===== src/rtl/lu_mem_pkg.sv =====
// Shared types and default widths for the LU solver memory host engine.
package lu_mem_pkg;

  localparam int LU_ADDR_W = 13;
  localparam int LU_DATA_W = 32;
  localparam int LU_LEN_W  = 14;

  localparam logic [3:0] BE_ALL = 4'hF;

  typedef enum logic [1:0] {
    ST_IDLE  = 2'd0,
    ST_READ  = 2'd1,
    ST_WRITE = 2'd2
  } state_e;

endpackage


===== src/rtl/lu_skid_fifo2.sv =====
// Two-entry FIFO holding read data returned by the memory while the stream
// consumer stalls; push and pop may occur in the same cycle.
module lu_skid_fifo2
  import lu_mem_pkg::*;
#(
  parameter int DATA_W = LU_DATA_W
) (
  input  logic              clk,
  input  logic              reset_n,
  input  logic              push,
  input  logic [DATA_W-1:0] push_data,
  input  logic              pop,
  output logic [DATA_W-1:0] head_data,
  output logic [1:0]        count
);

  logic [DATA_W-1:0] mem_q [2];
  logic [DATA_W-1:0] mem_d [2];
  logic              rd_ptr_q, rd_ptr_d;
  logic              wr_ptr_q, wr_ptr_d;
  logic [1:0]        count_q, count_d;
  logic              do_pop;

  // NOTE: every variable written here gets a default first, so no latch is inferred.
  always_comb begin
    mem_d    = mem_q;
    rd_ptr_d = rd_ptr_q;
    wr_ptr_d = wr_ptr_q;
    do_pop   = pop && (count_q != 2'd0);
    if (push) begin
      mem_d[wr_ptr_q] = push_data;
      wr_ptr_d        = ~wr_ptr_q;
    end
    if (do_pop) begin
      rd_ptr_d = ~rd_ptr_q;
    end
    count_d = count_q + {1'b0, push} - {1'b0, do_pop};
  end

  // NOTE: the two storage words are reset as well so the head reads 0 while reset is held.
  // NOTE: non-blocking assignments so every flop samples its pre-edge inputs.
  always_ff @(posedge clk or negedge reset_n) begin
    if (!reset_n) begin
      mem_q[0] <= '0;
      mem_q[1] <= '0;
      rd_ptr_q <= 1'b0;
      wr_ptr_q <= 1'b0;
      count_q  <= 2'd0;
    end else begin
      mem_q    <= mem_d;
      rd_ptr_q <= rd_ptr_d;
      wr_ptr_q <= wr_ptr_d;
      count_q  <= count_d;
    end
  end

  assign head_data = mem_q[rd_ptr_q];
  assign count     = count_q;

  // The read issue throttle keeps total occupancy at two; a push into a full FIFO is a design bug.
  a_no_overflow: assert property (@(posedge clk) disable iff (!reset_n)
    !(push && !pop && (count_q == 2'd2)));

endmodule


===== src/rtl/lu_mem_master.sv =====
// Avalon-MM host moving blocks of words between the write/read streams and the
// solver's single-port on-chip memory (one-cycle read latency, no waitrequest).
module lu_mem_master
  import lu_mem_pkg::*;
#(
  parameter int ADDR_W = LU_ADDR_W,
  parameter int DATA_W = LU_DATA_W,
  parameter int LEN_W  = LU_LEN_W
) (
  input  logic              clk,
  input  logic              reset_n,

  input  logic              cmd_valid,
  output logic              cmd_ready,
  input  logic              cmd_write,
  input  logic [ADDR_W-1:0] cmd_addr,
  input  logic [LEN_W-1:0]  cmd_len,

  input  logic              wr_valid,
  output logic              wr_ready,
  input  logic [DATA_W-1:0] wr_data,

  output logic              rd_valid,
  input  logic              rd_ready,
  output logic [DATA_W-1:0] rd_data,

  output logic              busy,
  output logic              done,
  output logic              err,

  output logic [ADDR_W-1:0] avm_address,
  output logic [3:0]        avm_byteenable,
  output logic              avm_chipselect,
  output logic              avm_write,
  output logic [DATA_W-1:0] avm_writedata,
  output logic              avm_clken,
  input  logic [DATA_W-1:0] avm_readdata
);

  localparam logic [LEN_W:0] DEPTH = (LEN_W + 1)'(2 ** ADDR_W);

  state_e            state_q, state_d;
  logic              cmd_ready_q, cmd_ready_d;
  logic [LEN_W-1:0]  rem_q, rem_d;
  logic [ADDR_W-1:0] addr_q, addr_d;
  logic              wr_cs_q, wr_cs_d;
  logic [ADDR_W-1:0] wr_addr_q, wr_addr_d;
  logic [DATA_W-1:0] wr_data_q, wr_data_d;
  logic              rd_pend_q, rd_pend_d;
  logic              done_q, done_d;
  logic              err_q, err_d;

  logic              cmd_hs;
  logic              wr_hs;
  logic              rd_pop;
  logic              rd_issue;
  logic [1:0]        fifo_count;
  logic [2:0]        rd_occ;
  logic [LEN_W:0]    end_sum;
  logic              range_bad;

  lu_skid_fifo2 #(
    .DATA_W (DATA_W)
  ) u_fifo (
    .clk       (clk),
    .reset_n   (reset_n),
    .push      (rd_pend_q),
    .push_data (avm_readdata),
    .pop       (rd_pop),
    .head_data (rd_data),
    .count     (fifo_count)
  );

  assign cmd_hs   = cmd_valid && cmd_ready_q;
  assign wr_ready = (state_q == ST_WRITE) && (rem_q != '0);
  assign wr_hs    = wr_valid && wr_ready;
  assign rd_valid = (fifo_count != 2'd0);
  assign rd_pop   = rd_valid && rd_ready;

  // Reads are issued combinationally so a pop frees a slot in the same cycle;
  // FIFO words plus the word returning this cycle may never exceed two.
  assign rd_occ   = {1'b0, fifo_count} + {2'b00, rd_pend_q} - {2'b00, rd_pop};
  assign rd_issue = (state_q == ST_READ) && (rem_q != '0) && (rd_occ < 3'd2);

  assign end_sum   = {{(LEN_W + 1 - ADDR_W){1'b0}}, cmd_addr} + {1'b0, cmd_len};
  assign range_bad = (end_sum > DEPTH);

  always_comb begin
    state_d   = state_q;
    rem_d     = rem_q;
    addr_d    = addr_q;
    wr_cs_d   = 1'b0;
    wr_addr_d = wr_addr_q;
    wr_data_d = wr_data_q;
    rd_pend_d = rd_issue;
    done_d    = 1'b0;
    err_d     = 1'b0;

    case (state_q)
      ST_IDLE: begin
        if (cmd_hs) begin
          if (range_bad) begin
            err_d = 1'b1;
          end else if (cmd_len == '0) begin
            done_d = 1'b1;
          end else begin
            addr_d  = cmd_addr;
            rem_d   = cmd_len;
            state_d = cmd_write ? ST_WRITE : ST_READ;
          end
        end
      end

      ST_READ: begin
        if (rd_issue) begin
          addr_d = addr_q + ADDR_W'(1);
          rem_d  = rem_q - LEN_W'(1);
        end
        // Last word leaves the FIFO with nothing issued or returning behind it.
        if ((rem_q == '0) && !rd_pend_q && (fifo_count == 2'd1) && rd_pop) begin
          done_d  = 1'b1;
          state_d = ST_IDLE;
        end
      end

      ST_WRITE: begin
        if (wr_hs) begin
          wr_cs_d   = 1'b1;
          wr_addr_d = addr_q;
          wr_data_d = wr_data;
          addr_d    = addr_q + ADDR_W'(1);
          rem_d     = rem_q - LEN_W'(1);
        end
        if (wr_cs_q && (rem_q == '0)) begin
          done_d  = 1'b1;
          state_d = ST_IDLE;
        end
      end

      default: state_d = ST_IDLE;
    endcase

    cmd_ready_d = (state_d == ST_IDLE);
  end

  always_ff @(posedge clk or negedge reset_n) begin
    if (!reset_n) begin
      state_q     <= ST_IDLE;
      cmd_ready_q <= 1'b0;
      rem_q       <= '0;
      addr_q      <= '0;
      wr_cs_q     <= 1'b0;
      wr_addr_q   <= '0;
      wr_data_q   <= '0;
      rd_pend_q   <= 1'b0;
      done_q      <= 1'b0;
      err_q       <= 1'b0;
    end else begin
      state_q     <= state_d;
      cmd_ready_q <= cmd_ready_d;
      rem_q       <= rem_d;
      addr_q      <= addr_d;
      wr_cs_q     <= wr_cs_d;
      wr_addr_q   <= wr_addr_d;
      wr_data_q   <= wr_data_d;
      rd_pend_q   <= rd_pend_d;
      done_q      <= done_d;
      err_q       <= err_d;
    end
  end

  assign cmd_ready      = cmd_ready_q;
  assign busy           = (state_q != ST_IDLE);
  assign done           = done_q;
  assign err            = err_q;
  assign avm_chipselect = wr_cs_q || rd_issue;
  assign avm_write      = wr_cs_q;
  assign avm_address    = wr_cs_q ? wr_addr_q : (rd_issue ? addr_q : '0);
  assign avm_writedata  = wr_data_q;
  assign avm_byteenable = avm_chipselect ? BE_ALL : 4'h0;
  assign avm_clken      = reset_n;

endmodule


===== config.mk =====
export PLATFORM = sky130hd
export DESIGN_NAME = lu_mem_master
export DESIGN_NICKNAME = d
export VERILOG_FILES = /design/src/rtl/lu_mem_pkg.sv /design/src/rtl/lu_skid_fifo2.sv /design/src/rtl/lu_mem_master.sv
export SDC_FILE = /design/constraint.sdc
export NUM_CORES = 1
export LEC_CHECK = 0
export BUFFER_PORTS_ARGS = -buffer_cell sky130_fd_sc_hd__buf_2
export CAP_MARGIN = 10
export CORE_MARGIN = 4
export CORE_UTILIZATION = 30
export DETAILED_ROUTE_END_ITERATION = 6
export GPL_ROUTABILITY_DRIVEN = 1
export MAX_ROUTING_LAYER = met4
export RECOVER_POWER = 25
export SYNTH_ARGS = -nofsm -noshare
export SYNTH_HDL_FRONTEND = slang
export SYNTH_SLANG_ARGS = --single-unit

===== constraint.sdc =====
create_clock -name clk -period 11.7 [get_ports clk]
set_clock_uncertainty 0.2 [all_clocks]
set_input_delay 3.51 -clock clk [delete_from_list [all_inputs] [get_ports clk]]
set_output_delay 3.51 -clock clk [all_outputs]
set_load 0.01 [all_outputs]

==> Word level (Yosys, flattened, before mapping) <==
Cells that the tools add are included.
{ "classes": {"add_sub_neg": 7, "order_cmp": 5, "n_eq_ne": 8, "n_mux": 39, "n_bitwise": 4, "reduce_logical": 24} }
{ "op_table": {"columns": ["cell", "count"], "rows": [
  ["$mux W32", 4],
  ["$mux W13", 7],
  ["$mux W14", 5],
  ["$bwmux W64", 1],
  ["$pmux W14 S3", 1],
  ["$pmux W13 S3", 1],
  ["$demux W32 S1", 1],
  ["$logic_not A14 Y1", 2],
  ["$add A13 B14 Y15", 1],
  ["$gt A15 B14 Y1 const B", 1],
  ["$reduce_bool A14 Y1", 1],
  ["$sub A14 B1 Y14 const B", 1],
  ["$add A13 B1 Y13 const B", 1],
  ["$logic_and A1 B1 Y1", 12],
  ["$mux W2", 6],
  ["$mux W1", 10],
  ["$ne A2 B2 Y1 const B", 5],
  ["$pmux W2 S3", 1],
  ["$reduce_and A6 Y1", 1],
  ["$eq A2 B1 Y1 const B", 2],
  ["$ge A2 B2 Y1 const B", 2],
  ["$logic_not A2 Y1", 2],
  ["$mux W4", 1],
  ["$not A1 Y2", 2],
  ["14 further kinds", 16]
]} }
{ "word_totals": {"ff_bits": 147, "inputBits": 97, "output_inout_bits": 90} }

==> Longest topological paths before layout <==
Gate-level depths: netlist (run 1).
{ "depth": {"depth_word": 7, "depth_mapped": 16, "ltp_nobuf": 15} }

==> Cells and area by module <==
From an unflattened synthesis (run 1), not the netlist that was laid out.
{ "unflattened": {"cells_unflattened": 803, "hier_area_um2": 8298.0} }
{ "modules_own_cells": {"columns": ["mod", "n_inst", "cells_per_inst", "area_per_inst_um2", "seq_area_each_um2"], "rows": [
  ["lu_mem_master", 1, 617, 5203.7, 1976.9],
  ["lu_skid_fifo2", 1, 186, 3094.2, 1701.6]
]} }

==> Least setup slack after synthesis (run 1) <==
OpenSTA, ideal clock, no wires.
{ "synth_path": {"kind": "in2out", "from": "in rd_ready", "to": "out avm_address[10]", "arrival_ps": 5595, "required_time_ps": 7990, "slack_ps": 2395, "cell_stages": 12, "path_buffers": 1, "cell_sequence": "and2_1 -> ha_1 -> inv_1 -> ha_1 -> inv_1 -> fa_1 -> xnor2_1 -> nand3_1 -> nor2_1 -> clkbuf_1 -> nand2_1 -> o21ai_0"} }
{ "synth_via": {"elab_chain_cells": 6} }
{ "synth_lines": {"columns": ["element", "line_no", "source"], "rows": [
  ["start, declared", "lu_mem_master.sv:24", "input logic rd_ready,"],
  ["$logic_and A1 B1 Y1", "lu_mem_master.sv:78", "assign rd_pop = rd_valid && rd_ready;"],
  ["$sub A3 B1 Y3", "lu_mem_master.sv:82", "assign rd_occ = {1'b0, fifo_count} + {2'b00, rd_pend_q} - {2'b00, rd_pop};"],
  ["$lt A3 B2 Y1", "lu_mem_master.sv:83", "assign rd_issue = (state_q == ST_READ) && (rem_q != '0) && (rd_occ < 3'd2);"],
  ["$logic_and A1 B1 Y1", "lu_mem_master.sv:83", null],
  ["named net rd_issue", "lu_mem_master.sv:56", "logic rd_issue;"],
  ["$mux W13 (2 in a row)", "lu_mem_master.sv:178", "assign avm_address = wr_cs_q ? wr_addr_q : (rd_issue ? addr_q : '0);"],
  ["end, declared", "lu_mem_master.sv:31", "output logic [ADDR_W-1:0] avm_address,"]
]} }
The timed path passes the listed nets, and every way through them passes these cells.

==> Worst setup path in the final report (run 1) <==
{ "layout_path": {"from": "in rd_ready", "to": "out avm_address[12]"} }
{ "layout_via": {"elab_chain_cells": 6} }
{ "layout_lines": {"columns": ["element", "line_no"], "rows": [
  ["$logic_and A1 B1 Y1", "lu_mem_master.sv:78"],
  ["$sub A3 B1 Y3", "lu_mem_master.sv:82"],
  ["$lt A3 B2 Y1", "lu_mem_master.sv:83"],
  ["$logic_and A1 B1 Y1", "lu_mem_master.sv:83"],
  ["$mux W13 (2 in a row)", "lu_mem_master.sv:178"]
]} }
Every way passes these cells.

==> impl_results.rst, run 1 <==
.. list-table::
   :header-rows: 1

   * - Metric
     - Value
   * - Post-cts repair resize count
     - 0
   * - Number of endpoints failing setup at the final stage
     - 0
   * - Hold path startpoint
     - avm_writedata[9]$_DFFE_PN0P_
   * - Count of distinct cell types in the synthesized netlist
     - 60
   * - Ordered cell list for the critical path
     - buf_2 -> and2_1 -> ha_1 -> inv_1 -> ha_1 -> inv_1 -> fa_1 -> xnor2_1 -> nand3_1 -> nor2_1 -> nand2_1 -> o21ai_0 -> buf_2
   * - # Max-Cap Violations
     - 1
   * - Antenna-violating nets left
     - 0
   * - P_leak
     - 4.46 nW
   * - Placement Rows
     - 58
   * - Global route total overflow
     - 0
   * - Max rail drop VDD
     - 0.121 mV
   * - Reg-to-Reg Start
     - u_fifo.count[1]$_DFF_PN0_
   * - Number of vias after detailed routing
     - 6419
   * - Drt drc
     - 0
   * - Least-Margin Pin Slew
     - 2.36 ns
   * - H-tree level count
     - 4
   * - Inserted Clock Buffers
     - 17
   * - Slowest cell on crit path
     - sky130_fd_sc_hd__nor2_1
   * - Most area-hungry cell type in the Yosys netlist
     - sky130_fd_sc_hd__dfrtp_1
   * - Area share of the largest cell type after synthesis
     - 0.473
   * - Buffers from clock root to sink, at most
     - 2
   * - Slew Viols, Final
     - 44
   * - Starting density of the core
     - 0.307
   * - Number of instances in the synthesized netlist
     - 780
   * - Hold violation total from the final report
     - 0
   * - Initial DRC Count
     - 383
   * - CP startpoint kind
     - input pin
   * - Floorplan die area
     - 28600 um2
   * - Final estimated routing congestion in global placement
     - 0.897
   * - CTS clock-pin slew for the worst setup and hold paths
     - 0.06 ns
   * - Vias per cell
     - 4.96
   * - First drt pass iteration count
     - 7
   * - Cts hold-fix bufs
     - 0
   * - Flip-flop and latch count after synthesis
     - 147
   * - Clock tree from TritonCTS
     - built
   * - Wire length of the first global-routing pass
     - 33.6 mm
   * - Clock insertion delay at the later pin of the skew report
     - 0.41 ns
   * - Worst Path Max Fanout
     - 16
   * - Die span in y
     - 169 um
   * - Post-CTS Setup Bufs
     - 0
   * - Antenna violations before repair
     - 1
   * - Sequential fraction of the synthesis area
     - 0.473
   * - Layout net count
     - 1070
   * - EDFF count, synth
     - 0
   * - Non-Filler Instances
     - 1293
   * - Area contributors post-synth
     - sky130_fd_sc_hd__dfrtp_1 (47%), sky130_fd_sc_hd__mux2_2 (15%), sky130_fd_sc_hd__nand2_1 (8.7%), sky130_fd_sc_hd__ha_1 (3.4%), sky130_fd_sc_hd__o21ai_0 (2.2%)
   * - CTS sink cnt
     - 147
   * - Number of global-route vias before repair
     - 6216
   * - Per-instance average area after synthesis
     - 9.98 um2
   * - Routed wire length
     - 21.1 mm
   * - Synth warn
     - 0
   * - Share of post-route cells with drive strength above 1
     - 0.341
   * - Largest stage delay on the critical path
     - 0.80 ns
   * - Violated checks
     - max-capacitance violations, max-slew violations
   * - Crit. Startpoint
     - rd_ready
   * - Gate family responsible for the most delay along the worst path
     - simple AND/OR/NAND/NOR gates
   * - Mapped Nets
     - 900
   * - Input/output buffers
     - 186
   * - Mapped cell area
     - 7780 um2
   * - HPWL reported at the end of detailed placement
     - 15.2 mm
   * - Total negative slack for setup checks
     - 0 ns
   * - Max-slew headroom at the worst pin
     - -0.573
   * - Status
     - complete, but fails checks
   * - Worst Path Class, Setup
     - in2out
   * - Instance count after placement with tap cells included
     - 1261
   * - Prevailing post-synth register cell
     - sky130_fd_sc_hd__dfrtp_1
   * - Min-delay worst type
     - reg2reg
   * - GRT Total Usage
     - 0.150
   * - IO Pins
     - 187
   * - Unrepaired setup endpoints after global routing
     - no
   * - Area Overhead vs Synth
     - 22.7%
   * - Sort of element at the end of the critical path
     - output port
   * - Achievable Freq
     - 0.101 GHz
   * - Critical path data required time
     - 7.99 ns
   * - Shortest clock period the worst path allows after layout
     - 9.85 ns
   * - Cell chosen for the clock root
     - sky130_fd_sc_hd__clkbuf_16
   * - Core Region
     - 25300 um2
   * - Die extent in x
     - 169 um
   * - Final routed wire length divided by cell count
     - 16.3 um
   * - Final period utilization
     - 0.842
   * - Power density over the cells
     - 270 nW/um2
   * - Buf+Inv Stages, Crit Path
     - 4
   * - Maximum number of pins on one net before global-route repair
     - 56
   * - Post-synthesis async set-or-reset flop share
     - 1.00
   * - Data arrival time at the worst-slack endpoint
     - 6.14 ns
==> power by group <==
part / total, mW / internal, mW / switching (mW)
combinational: 1.13 / 0.530 / 0.602
sequential: 0.922 / 0.754 / 0.167
clock: 0.523 / 0.312 / 0.211
==> cell type report <==
cell class	count	area (um2)
Antenna cell	1	2.50
Clock buffer	18	429
Clock inverter	13	134
Fill cell	2574	15800
Inverter	22	82.6
Multi-Input combinational cell	566	3820
Sequential cell	147	3680
Tap cell	330	413
Timing Repair Buffer	196	987
==> worst paths after layout <==
kind | slack, ns | cells after the start | endpoint
worst max-delay path | 1.85 | 13 | avm_address[12]
worst min-delay path | 0.26 | 2 | avm_writedata[9]$_DFFE_PN0P_
worst max register to register | 6.93 | 15 | rem_q[3]$_DFFE_PN0P_
max in group asynchronous | 5.95 | 2 | rem_q[12]$_DFFE_PN0P_
min in group asynchronous | 3.61 | 1 | u_fifo.mem_q[17]$_DFFE_PN0P_
worst min register to register | 0.26 | 2 | avm_writedata[9]$_DFFE_PN0P_
==> stage by stage <==
stage	power, mW	instance area [um2]	hold slack, ns	util	setup slack (ns)
3_5_place_dp	2.07	9010	0.257	0.356	1.83
4_1_cts	2.62	9570	0.271	0.378	1.83
3_3_place_gp	2.04	9010	0.253	0.356	1.88
6_report	2.58	9550	0.265	0.377	1.85
2_1_floorplan	1.70	7780	0.246	-	2.39
5_1_grt	2.78	9550	0.297	0.377	1.50
==> worst register-to-register path, delay by kind of cell, from the launching register on <==
kind	cells	cell delay [ns]
simple gates	6	2.38
flops	1	0.43
compound gates	3	0.61
fa+ha+maj	3	0.77
buf+inv	2	0.11
xor+xnor	1	0.15
==> synth_stat cells, types with 3 or more instances <==
cell type                   number
sky130_fd_sc_hd__a211oi_1        3
sky130_fd_sc_hd__a21o_1          8
sky130_fd_sc_hd__a21oi_1        30
sky130_fd_sc_hd__and2_1          3
sky130_fd_sc_hd__buf_1          10
sky130_fd_sc_hd__buf_2           5
sky130_fd_sc_hd__buf_4           6
sky130_fd_sc_hd__clkbuf_1       23
sky130_fd_sc_hd__dfrtp_1       147
sky130_fd_sc_hd__ha_1           21
sky130_fd_sc_hd__inv_1          20
sky130_fd_sc_hd__mux2_2        105
sky130_fd_sc_hd__mux2i_1        16
sky130_fd_sc_hd__nand2_1       180
sky130_fd_sc_hd__nand2b_1        4
sky130_fd_sc_hd__nand3_1        31
sky130_fd_sc_hd__nand4_1         6
sky130_fd_sc_hd__nor2_1         17
sky130_fd_sc_hd__nor2b_1         3
sky130_fd_sc_hd__nor3_1         16
sky130_fd_sc_hd__nor4_1          7
sky130_fd_sc_hd__o2111ai_1       4
sky130_fd_sc_hd__o211ai_1       15
sky130_fd_sc_hd__o21ai_0        34
sky130_fd_sc_hd__o22ai_1         3
sky130_fd_sc_hd__or2_2           5
sky130_fd_sc_hd__or3_1           6
sky130_fd_sc_hd__xnor2_1         4
sky130_fd_sc_hd__xor2_1          4
==> logic make-up (layout without fill, tap and decap cells) <==
logic type,Yosys count,in the layout,synth area share
flip-flops,147,147,0.473
AO/OA/AOI/OAI,118,118,0.0973
other,0,1,0
adder cells (fa/ha/maj),23,23,0.0389
AND/OR/NAND/NOR,295,295,0.171
XOR/XNOR,8,8,0.00900
multiplexers,122,122,0.174
buffers and inverters,67,249,0.0370
==> cells in the final DEF, fill, tap and decap left out, types with 5 or more instances in the layout <==
| master | count |
|---|---|
| sky130_fd_sc_hd__inv_1 | 20 |
| sky130_fd_sc_hd__or2_2 | 5 |
| sky130_fd_sc_hd__clkinv_2 | 5 |
| sky130_fd_sc_hd__mux2_2 | 105 |
| sky130_fd_sc_hd__dfrtp_1 | 147 |
| sky130_fd_sc_hd__nand4_1 | 6 |
| sky130_fd_sc_hd__clkbuf_16 | 17 |
| sky130_fd_sc_hd__a21o_1 | 8 |
| sky130_fd_sc_hd__nand2_1 | 179 |
| sky130_fd_sc_hd__buf_2 | 171 |
| sky130_fd_sc_hd__mux2i_1 | 16 |
| sky130_fd_sc_hd__o211ai_1 | 15 |
| sky130_fd_sc_hd__nor3_1 | 16 |
| sky130_fd_sc_hd__a21oi_1 | 30 |
| sky130_fd_sc_hd__nor2_1 | 17 |
| sky130_fd_sc_hd__nor4_1 | 7 |
| sky130_fd_sc_hd__o21ai_0 | 34 |
| sky130_fd_sc_hd__buf_4 | 10 |
| sky130_fd_sc_hd__ha_1 | 21 |
| sky130_fd_sc_hd__nand3_1 | 31 |
| sky130_fd_sc_hd__or3_1 | 6 |
| sky130_fd_sc_hd__clkbuf_1 | 16 |
==> per-layer routing <==
| layer | up-vias | GRT usage | wire (um) |
|---|---|---|---|
| li1 | 3095 | - | - |
| met1 | 3105 | 0.199 | 9520 |
| met2 | 203 | 0.240 | 10100 |
| met3 | 16 | 0.0287 | 1340 |
| met4 | 0 | 0.0354 | 180 |
| met5 | - | - | 0 |
==> flip-flops by register name (all words and copies together), names as in the netlist <==
register         cells
addr_q              13
avm_write            1
avm_writedata       32
cmd_ready            1
done                 1
err                  1
rd_pend_q            1
rem_q               14
state_q              2
u_fifo.count         2
u_fifo.mem_q        64
u_fifo.rd_ptr_q      1
u_fifo.wr_ptr_q      1
wr_addr_q           13
No activity file was read; power rests on OpenSTA's default activity.
==> inputs of run 2 (changes only) <==
Clock period 11.7 ns to 9.6 ns, I/O delays scaled along.
==> impl_results.rst, run 2 (synthesis results as in run 1) <==
.. list-table::
   :header-rows: 1

   * - Metric
     - Value
   * - Post-CTS Setup Bufs
     - 0 (unchanged)
   * - Inserted Clock Buffers
     - 17 (unchanged)
   * - Internal Pwr Total
     - 1.98 mW (was 1.60 mW)
   * - Achievable Freq
     - 0.123 GHz
   * - Drt drc
     - 0 (unchanged)
   * - Area of combinational cells with multiple inputs
     - 3820 um2 (unchanged)
   * - Post-cts repair resize count
     - 0 (unchanged)
   * - Maximum number of pins on one net before global-route repair
     - 65 (was 56)
   * - Die span in y
     - 169 um (unchanged)
   * - Data arrival time at the worst-slack endpoint
     - 5.02 ns (was 6.14 ns)
   * - Antenna violations before repair
     - 1 (unchanged)
   * - Post-route standard cell area excluding fillers
     - 9590 um2 (was 9550 um2)
   * - Number of cells on the worst reg-to-reg path
     - 16 (was 15)
   * - CTS clock-pin slew for the worst setup and hold paths
     - 0.06 ns (about the same)
   * - HPWL reported at the end of detailed placement
     - 15.1 mm (was 15.2 mm)
   * - Power share of the combinational group
     - 0.437 (was 0.439)
   * - Worst Path Class, Setup
     - in2out (unchanged)
   * - Clock tree from TritonCTS
     - built (unchanged)
   * - Slowest cell on crit path
     - sky130_fd_sc_hd__fa_1 (was sky130_fd_sc_hd__nor2_1)
   * - Switch share
     - 0.376 (was 0.380)
   * - Area after detailed placement
     - 9010 um2 (about the same)
   * - Number of endpoints failing setup at the final stage
     - 0 (unchanged)
   * - Highest-count cells in the layout ignoring fill and taps
     - sky130_fd_sc_hd__nand2_1 (179), sky130_fd_sc_hd__buf_2 (175), sky130_fd_sc_hd__dfrtp_1 (147) (was sky130_fd_sc_hd__nand2_1 (179), sky130_fd_sc_hd__buf_2 (171), sky130_fd_sc_hd__dfrtp_1 (147))
   * - Largest stage delay on the critical path
     - 0.37 ns (was 0.80 ns)
   * - Unrepaired setup endpoints after global routing
     - no (unchanged)
   * - Number of global-route vias before repair
     - 6211 (was 6216)
   * - Total negative slack for setup checks
     - 0 ns (unchanged)
   * - Final estimated routing congestion in global placement
     - 0.894 (was 0.897)
   * - Global route total overflow
     - 0 (unchanged)
   * - Number of gates on the worst path with buffers counted
     - 14 (was 13)
   * - Endpoint of the most critical register-to-register path
     - rem_q[3]$_DFFE_PN0P_ (unchanged)
   * - H-tree level count
     - 4 (unchanged)
   * - Power density over the cells
     - 330 nW/um2 (was 270 nW/um2)
   * - Gate family responsible for the most delay along the worst path
     - adder cells (was simple AND/OR/NAND/NOR gates)
   * - Vias per cell
     - 4.96 (about the same)
   * - Starting density of the core
     - 0.307 (unchanged)
   * - Cell chosen for the clock root
     - sky130_fd_sc_hd__clkbuf_16 (unchanged)
   * - Non-Filler Instances
     - 1294 (was 1293)
   * - Cts hold-fix bufs
     - 0 (unchanged)
   * - GRT Total Usage
     - 0.147 (was 0.150)
   * - Post-route core utilization
     - 0.379 (was 0.377)
   * - Worst Path Max Fanout
     - 16 (unchanged)
   * - Least-Margin Pin Slew
     - 0.831 ns (was 2.36 ns)
   * - Crit. Startpoint
     - rd_ready (unchanged)
   * - Antenna-violating nets left
     - 0 (unchanged)
   * - P_leak
     - 4.48 nW (was 4.46 nW)
   * - # Max-Cap Violations
     - 0 (was 1)
   * - Largest register FFs
     - 64 (unchanged)
   * - IO Pins
     - 187 (unchanged)
   * - Instance count after placement with tap cells included
     - 1262 (was 1261)
   * - Register name with the most flops
     - u_fifo.mem_q (unchanged)
   * - Leading cell type in the layout, fill and taps excluded
     - sky130_fd_sc_hd__nand2_1 (unchanged)
   * - FILL cells
     - 2515 (was 2574)
   * - Initial DRC Count
     - 437 (was 383)
   * - Reg-to-Reg Start
     - u_fifo.count[1]$_DFF_PN0_ (unchanged)
   * - Critical path data required time
     - 6.52 ns (was 7.99 ns)
   * - Hold violation total from the final report
     - 0 (unchanged)
   * - Shortest clock period the worst path allows after layout
     - 8.10 ns
   * - Input/output buffers
     - 186 (unchanged)
   * - Number of vias after detailed routing
     - 6417 (was 6419)
   * - Slew Viols, Final
     - 0 (was 44)
   * - End point of the critical path
     - avm_address[12] (unchanged)
   * - Register area
     - 3680 um2 (unchanged)
   * - Placement Rows
     - 58 (unchanged)
   * - Final routed wire length divided by cell count
     - 16.1 um (was 16.3 um)
   * - Area Overhead vs Synth
     - 23.3% (was 22.7%)
   * - Buf+Inv Stages, Crit Path
     - 5 (was 4)
   * - Final period utilization
     - 0.844
   * - Max-slew headroom at the worst pin
     - 0.446 (was -0.573)
   * - CTS sink cnt
     - 147 (unchanged)
   * - Power share of the clock group
     - 0.209 (was 0.203)
   * - Layout net count
     - 1071 (was 1070)
   * - Ordered cell list for the critical path
     - buf_2 -> and2_1 -> ha_1 -> inv_1 -> ha_1 -> inv_1 -> fa_1 -> xnor2_1 -> nand3_1 -> nor2_1 -> buf_4 -> nand2_1 -> o21ai_0 -> buf_2 (was buf_2 -> and2_1 -> ha_1 -> inv_1 -> ha_1 -> inv_1 -> fa_1 -> xnor2_1 -> nand3_1 -> nor2_1 -> nand2_1 -> o21ai_0 -> buf_2)
   * - Routed wire length
     - 20.9 mm (was 21.1 mm)
   * - Max rail drop VDD
     - 0.151 mV (was 0.121 mV)
   * - Register share of total power
     - 0.354 (was 0.358)
   * - Die extent in x
     - 169 um (unchanged)
   * - Buffers from clock root to sink, at most
     - 2 (unchanged)
   * - Status
     - completed (was complete, but fails checks)
   * - P_sw
     - 1.19 mW (was 0.980 mW)
   * - Floorplan die area
     - 28600 um2 (unchanged)
   * - First drt pass iteration count
     - 5 (was 7)
   * - Clock insertion delay at the later pin of the skew report
     - 0.42 ns (was 0.41 ns)
   * - Min-delay worst type
     - reg2reg (unchanged)
   * - Core Region
     - 25300 um2 (unchanged)
   * - R2r setup slk
     - 5.39 ns (was 6.93 ns)
   * - CP startpoint kind
     - input pin (unchanged)
   * - Wire length of the first global-routing pass
     - 32.9 mm (was 33.6 mm)
   * - Hold_ws
     - 0.268 ns (was 0.265 ns)
   * - Share of post-route cells with drive strength above 1
     - 0.347 (was 0.341)
   * - Sort of element at the end of the critical path
     - output port (unchanged)
-- run 2: metrics by stage --
step	setup WS, ns	power, mW
final	1.50	3.17
after global routing	1.25	3.41
after CTS	1.52	3.21
after detailed placement	1.53	2.53
after global placement	1.58	2.50
after floorplan	1.55	2.07
-- run 2: power groups by stage --
stage	combinational, mW	clock, mW	sequential [mW]
2_1_floorplan	0.964	0	1.10
3_3_place_gp	1.38	0	1.12
3_5_place_dp	1.40	0	1.13
4_1_cts	1.40	0.683	1.12
5_1_grt	1.54	0.707	1.16
6_report	1.38	0.661	1.12
-- run 2: cell type report --
| type | count | area share |
|---|---|---|
| repair buffers | 197 | 0.105 |
| flip-flops and latches | 147 | 0.383 |
| diodes | 1 | 0.000261 |
| clock buffers | 18 | 0.0447 |
| inverters | 22 | 0.00861 |
| well taps | 330 | 0.0430 |
| multi-input cells | 566 | 0.398 |
| clock inverters | 13 | 0.0167 |
-- run 2: per-layer routing --
| layer | track usage | vias up | share of wire |
|---|---|---|---|
| met5 | - | - | 0 |
| met4 | 0.0462 | 0 | 0.018 |
| met3 | 0.0292 | 30 | 0.057 |
| met2 | 0.225 | 198 | 0.46 |
| met1 | 0.196 | 3102 | 0.47 |
| li1 | - | 3087 | - |
-- run 2: how the worst min path moves through the flow --
stage / slack [ns] / depth (start not counted) / startpoint / to
global route: 0.29 / 1 / u_fifo.rd_ptr_q$_DFFE_PN0P_ / u_fifo.rd_ptr_q$_DFFE_PN0P_
global placement: 0.25 / 2 / avm_writedata[31]$_DFFE_PN0P_ / avm_writedata[31]$_DFFE_PN0P_
detailed placement: 0.26 / 2 / avm_writedata[22]$_DFFE_PN0P_ / avm_writedata[22]$_DFFE_PN0P_
floorplan: 0.25 / 2 / wr_addr_q[12]$_DFFE_PN0P_ / wr_addr_q[12]$_DFFE_PN0P_
finish: 0.27 / 1 / u_fifo.rd_ptr_q$_DFFE_PN0P_ / u_fifo.rd_ptr_q$_DFFE_PN0P_
CTS: 0.27 / 2 / avm_writedata[22]$_DFFE_PN0P_ / avm_writedata[22]$_DFFE_PN0P_
==> inputs of run 3 (changes only) <==
Settings changed: ABC_AREA set to 1.
Clock period 9.6 ns to 7.8 ns, I/O delays scaled along.
==> impl_results.rst, run 3 <==
.. list-table::
   :header-rows: 1

   * - Metric
     - Value
   * - Inserted Clock Buffers
     - 17 (unchanged)
   * - GRT Total Usage
     - 0.152 (was 0.147)
   * - Most numerous cell on the critical path
     - sky130_fd_sc_hd__inv_1
   * - Worst Path Class, Setup
     - in2out (unchanged)
   * - HPWL reported at the end of detailed placement
     - 15.6 mm (was 15.1 mm)
   * - Synth warn
     - 0 (unchanged)
   * - Placement Rows
     - 59 (was 58)
   * - Min-delay worst type
     - reg2reg (unchanged)
   * - Power density over the cells
     - 395 nW/um2 (was 330 nW/um2)
   * - Initial DRC Count
     - 517 (was 437)
   * - Power share of the combinational group
     - 0.438 (was 0.437)
   * - Layout net count
     - 1310 (was 1071)
   * - Largest stage delay on the critical path
     - 0.47 ns (was 0.37 ns)
   * - Drt drc
     - 0 (unchanged)
   * - Achievable Freq
     - 0.136 GHz
   * - Leading cell type in the layout, fill and taps excluded
     - sky130_fd_sc_hd__nand2_1 (unchanged)
   * - Area contributors post-synth
     - sky130_fd_sc_hd__dfrtp_1 (46%), sky130_fd_sc_hd__nand2_1 (19%), sky130_fd_sc_hd__o21ai_0 (5.7%), sky130_fd_sc_hd__inv_1 (4.7%), sky130_fd_sc_hd__ha_1 (3.3%) (was sky130_fd_sc_hd__dfrtp_1 (47%), sky130_fd_sc_hd__mux2_2 (15%), sky130_fd_sc_hd__nand2_1 (8.7%), sky130_fd_sc_hd__ha_1 (3.4%), sky130_fd_sc_hd__o21ai_0 (2.2%))
   * - Vias per cell
     - 4.57 (was 4.96)
   * - Number of cells on the worst reg-to-reg path
     - 16 (unchanged)
   * - Switch share
     - 0.430 (was 0.376)
   * - Least-Margin Pin Slew
     - 3.18 ns (was 0.831 ns)
   * - Hold path depth
     - 2 (was 1)
   * - Power share of the clock group
     - 0.212 (was 0.209)
   * - Critical path data required time
     - 5.26 ns (was 6.52 ns)
   * - Post-synthesis async set-or-reset flop share
     - 1.00 (unchanged)
   * - Number of global-route vias before repair
     - 6538 (was 6211)
   * - Final routed wire length divided by cell count
     - 14.1 um (was 16.1 um)
   * - Flip-flop and latch count after synthesis
     - 147 (unchanged)
   * - Floorplan die area
     - 29300 um2 (was 28600 um2)
   * - # Max-Cap Violations
     - 1 (was 0)
   * - Antenna violations before repair
     - 0 (was 1)
   * - Prevailing post-synth register cell
     - sky130_fd_sc_hd__dfrtp_1 (unchanged)
   * - Data arrival time at the worst-slack endpoint
     - 4.79 ns (was 5.02 ns)
   * - Clock tree from TritonCTS
     - built (unchanged)
   * - Ordered cell list for the critical path
     - clkbuf_1 -> nand2_1 -> inv_1 -> ha_1 -> inv_1 -> ha_1 -> inv_1 -> fa_1 -> inv_1 -> nor2_1 -> nand3_1 -> buf_4 -> o31ai_1 -> buf_2 (was buf_2 -> and2_1 -> ha_1 -> inv_1 -> ha_1 -> inv_1 -> fa_1 -> xnor2_1 -> nand3_1 -> nor2_1 -> buf_4 -> nand2_1 -> o21ai_0 -> buf_2)
   * - Hold path startpoint
     - avm_writedata[28]$_DFFE_PN0P_ (was u_fifo.rd_ptr_q$_DFFE_PN0P_)
   * - Share of post-route cells with drive strength above 1
     - 0.224 (was 0.347)
   * - Register name with the most flops
     - u_fifo.mem_q (unchanged)
   * - Final period utilization
     - 0.940
   * - Starting density of the core
     - 0.305 (was 0.307)
   * - Most used standard cell by instance count after synthesis
     - sky130_fd_sc_hd__nand2_1 (unchanged)
   * - Core Region
     - 26100 um2 (was 25300 um2)
   * - Die span in y
     - 171 um (was 169 um)
   * - Endpoint of the most critical register-to-register path
     - addr_q[10]$_DFFE_PN0P_ (was rem_q[3]$_DFFE_PN0P_)
   * - Highest-count cells in the layout ignoring fill and taps
     - sky130_fd_sc_hd__nand2_1 (400), sky130_fd_sc_hd__buf_2 (180), sky130_fd_sc_hd__dfrtp_1 (147) (was sky130_fd_sc_hd__nand2_1 (179), sky130_fd_sc_hd__buf_2 (175), sky130_fd_sc_hd__dfrtp_1 (147))
   * - P_sw
     - 1.65 mW (was 1.19 mW)
   * - Mapped cell area
     - 7970 um2 (was 7780 um2)
   * - Post-cts repair resize count
     - 0 (unchanged)
   * - Max rail drop VDD
     - 0.111 mV (was 0.151 mV)
   * - Cell chosen for the clock root
     - sky130_fd_sc_hd__clkbuf_16 (unchanged)
   * - Number of instances in the synthesized netlist
     - 1025 (was 780)
   * - Input/output buffers
     - 186 (unchanged)
   * - CP startpoint kind
     - input pin (unchanged)
   * - First drt pass iteration count
     - 5 (unchanged)
   * - Area Overhead vs Synth
     - 22.0% (was 23.3%)
   * - Post-CTS Setup Bufs
     - 0 (unchanged)
   * - Number of endpoints failing setup at the final stage
     - 0 (unchanged)
   * - Max-slew headroom at the worst pin
     - -1.12 (was 0.446)
   * - Total power after layout
     - 3.84 mW (was 3.17 mW)
   * - Buf+Inv Stages, Crit Path
     - 7 (was 5)
   * - Most area-hungry cell type in the Yosys netlist
     - sky130_fd_sc_hd__dfrtp_1 (unchanged)
   * - H-tree level count
     - 4 (unchanged)
   * - Count of distinct cell types in the synthesized netlist
     - 39 (was 60)
   * - Global route total overflow
     - 0 (unchanged)
   * - CTS clock-pin slew for the worst setup and hold paths
     - 0.06 ns (about the same)
   * - Status
     - complete, but fails checks (was completed)
   * - CTS sink cnt
     - 147 (unchanged)
   * - Number of gates on the worst path with buffers counted
     - 14 (unchanged)
   * - Total negative slack for setup checks
     - 0 ns (unchanged)
   * - Unrepaired setup endpoints after global routing
     - no (unchanged)
   * - R2r setup slk
     - 3.87 ns (was 5.39 ns)
   * - IO Pins
     - 187 (unchanged)
   * - EDFF count, synth
     - 0 (unchanged)
   * - Final estimated routing congestion in global placement
     - 0.882 (was 0.894)
   * - Antenna-violating nets left
     - 0 (unchanged)
   * - Number of vias after detailed routing
     - 7036 (was 6417)
   * - Internal Pwr Total
     - 2.19 mW (was 1.98 mW)
   * - Area after detailed placement
     - 9150 um2 (was 9010 um2)
   * - Cts hold-fix bufs
     - 0 (unchanged)
   * - Hold violation total from the final report
     - 0 (unchanged)
   * - Buffers from clock root to sink, at most
     - 2 (unchanged)
   * - Worst Path Max Fanout
     - 11 (was 16)
   * - Per-instance average area after synthesis
     - 7.78 um2 (was 9.98 um2)
   * - Worst Hold Path EP
     - avm_writedata[28]$_DFFE_PN0P_ (was u_fifo.rd_ptr_q$_DFFE_PN0P_)
   * - Register share of total power
     - 0.351 (was 0.354)
   * - Sort of element at the end of the critical path
     - output port (unchanged)
   * - Sequential fraction of the synthesis area
     - 0.461 (was 0.473)
   * - Maximum number of pins on one net before global-route repair
     - 82 (was 65)
   * - Reg-to-Reg Start
     - u_fifo.count[1]$_DFF_PN0_ (unchanged)
   * - Ranking of synthesized cells by instance count
     - sky130_fd_sc_hd__nand2_1 (401), sky130_fd_sc_hd__dfrtp_1 (147), sky130_fd_sc_hd__inv_1 (99) (was sky130_fd_sc_hd__nand2_1 (180), sky130_fd_sc_hd__dfrtp_1 (147), sky130_fd_sc_hd__mux2_2 (105))
   * - Shortest clock period the worst path allows after layout
     - 7.33 ns
   * - Gate family responsible for the most delay along the worst path
     - adder cells (unchanged)
   * - Antenna cell count
     - 0 (was 1)
   * - Routed wire length
     - 21.7 mm (was 20.9 mm)
   * - Clock insertion delay at the later pin of the skew report
     - 0.43 ns (was 0.42 ns)
   * - Mapped Nets
     - 1145 (was 900)
   * - Post-route core utilization
     - 0.372 (was 0.379)
   * - Slowest cell on crit path
     - sky130_fd_sc_hd__fa_1 (unchanged)
   * - P_leak
     - 5.29 nW (was 4.48 nW)
   * - Post-route standard cell area excluding fillers
     - 9730 um2 (was 9590 um2)
   * - Hold_ws
     - 0.267 ns (was 0.268 ns)
   * - Largest register FFs
     - 64 (unchanged)
   * - Wire length of the first global-routing pass
     - 34.2 mm (was 32.9 mm)
   * - Violated checks
     - max-capacitance violations, max-slew violations
   * - Area share of the largest cell type after synthesis
     - 0.461 (was 0.473)
   * - Die extent in x
     - 171 um (was 169 um)
   * - Slew Viols, Final
     - 66 (was 0)
## run 3: layer usage
metal	track usage	vias up	part of all wire	routed length (um)
met5	-	-	0	0
met4	0.0365	0	0.010	227
met3	0.0354	20	0.056	1210
met2	0.230	190	0.46	9990
met1	0.207	3239	0.47	10300
li1	-	3587	-	-
## run 3: metrics by stage
stage                     cells  setup slack (ns)
after floorplan            1025             0.909
after global placement     1506             0.462
after detailed placement   1506             0.423
after CTS                  1538             0.426
after global routing       1538             0.291
final                      1538             0.470
## run 3: worst max path at each step
stage | start | end | slack (ns)
finish | rd_ready | avm_address[9] | 0.47
global route | rd_ready | avm_address[8] | 0.29
CTS | rd_ready | avm_address[10] | 0.43
detailed placement | rd_ready | avm_address[10] | 0.42
global placement | rd_ready | avm_address[4] | 0.46
floorplan | rd_ready | avm_byteenable[0] | 0.91
## run 3: power groups by stage
| stage | Combinational [mW] | Clock [mW] | Sequential (mW) |
|---|---|---|---|
| 2_1_floorplan | 1.16 | 0 | 1.35 |
| 3_3_place_gp | 1.67 | 0 | 1.35 |
| 3_5_place_dp | 1.70 | 0 | 1.36 |
| 4_1_cts | 1.71 | 0.841 | 1.34 |
| 5_1_grt | 1.92 | 0.877 | 1.40 |
| 6_report | 1.68 | 0.813 | 1.35 |
## run 3: area by class of cell
| class | count | area, um2 |
|---|---|---|
| Inverter | 105 | 394 |
| Timing Repair Buffer | 193 | 983 |
| Multi-Input combinational cell | 726 | 3660 |
| Sequential cell | 147 | 3680 |
| Clock buffer | 17 | 425 |
| Clock inverter | 15 | 163 |
| Tap cell | 335 | 419 |
| Fill cell | 2797 | 16400 |
## run 3: logic make-up after synthesis
group,share of synthesized area
fa+ha+maj,0.0380
buf+inv,0.0794
compound gates,0.116
mux,0.0188
xor+xnor,0.0198
simple gates,0.266
flops,0.461
## run 3: worst min-delay path, cell delays in order, from the launching register on
cell and delay (ns):
sky130_fd_sc_hd__dfrtp_1 0.34, sky130_fd_sc_hd__nand2_1 0.05, sky130_fd_sc_hd__nand2_1 0.05
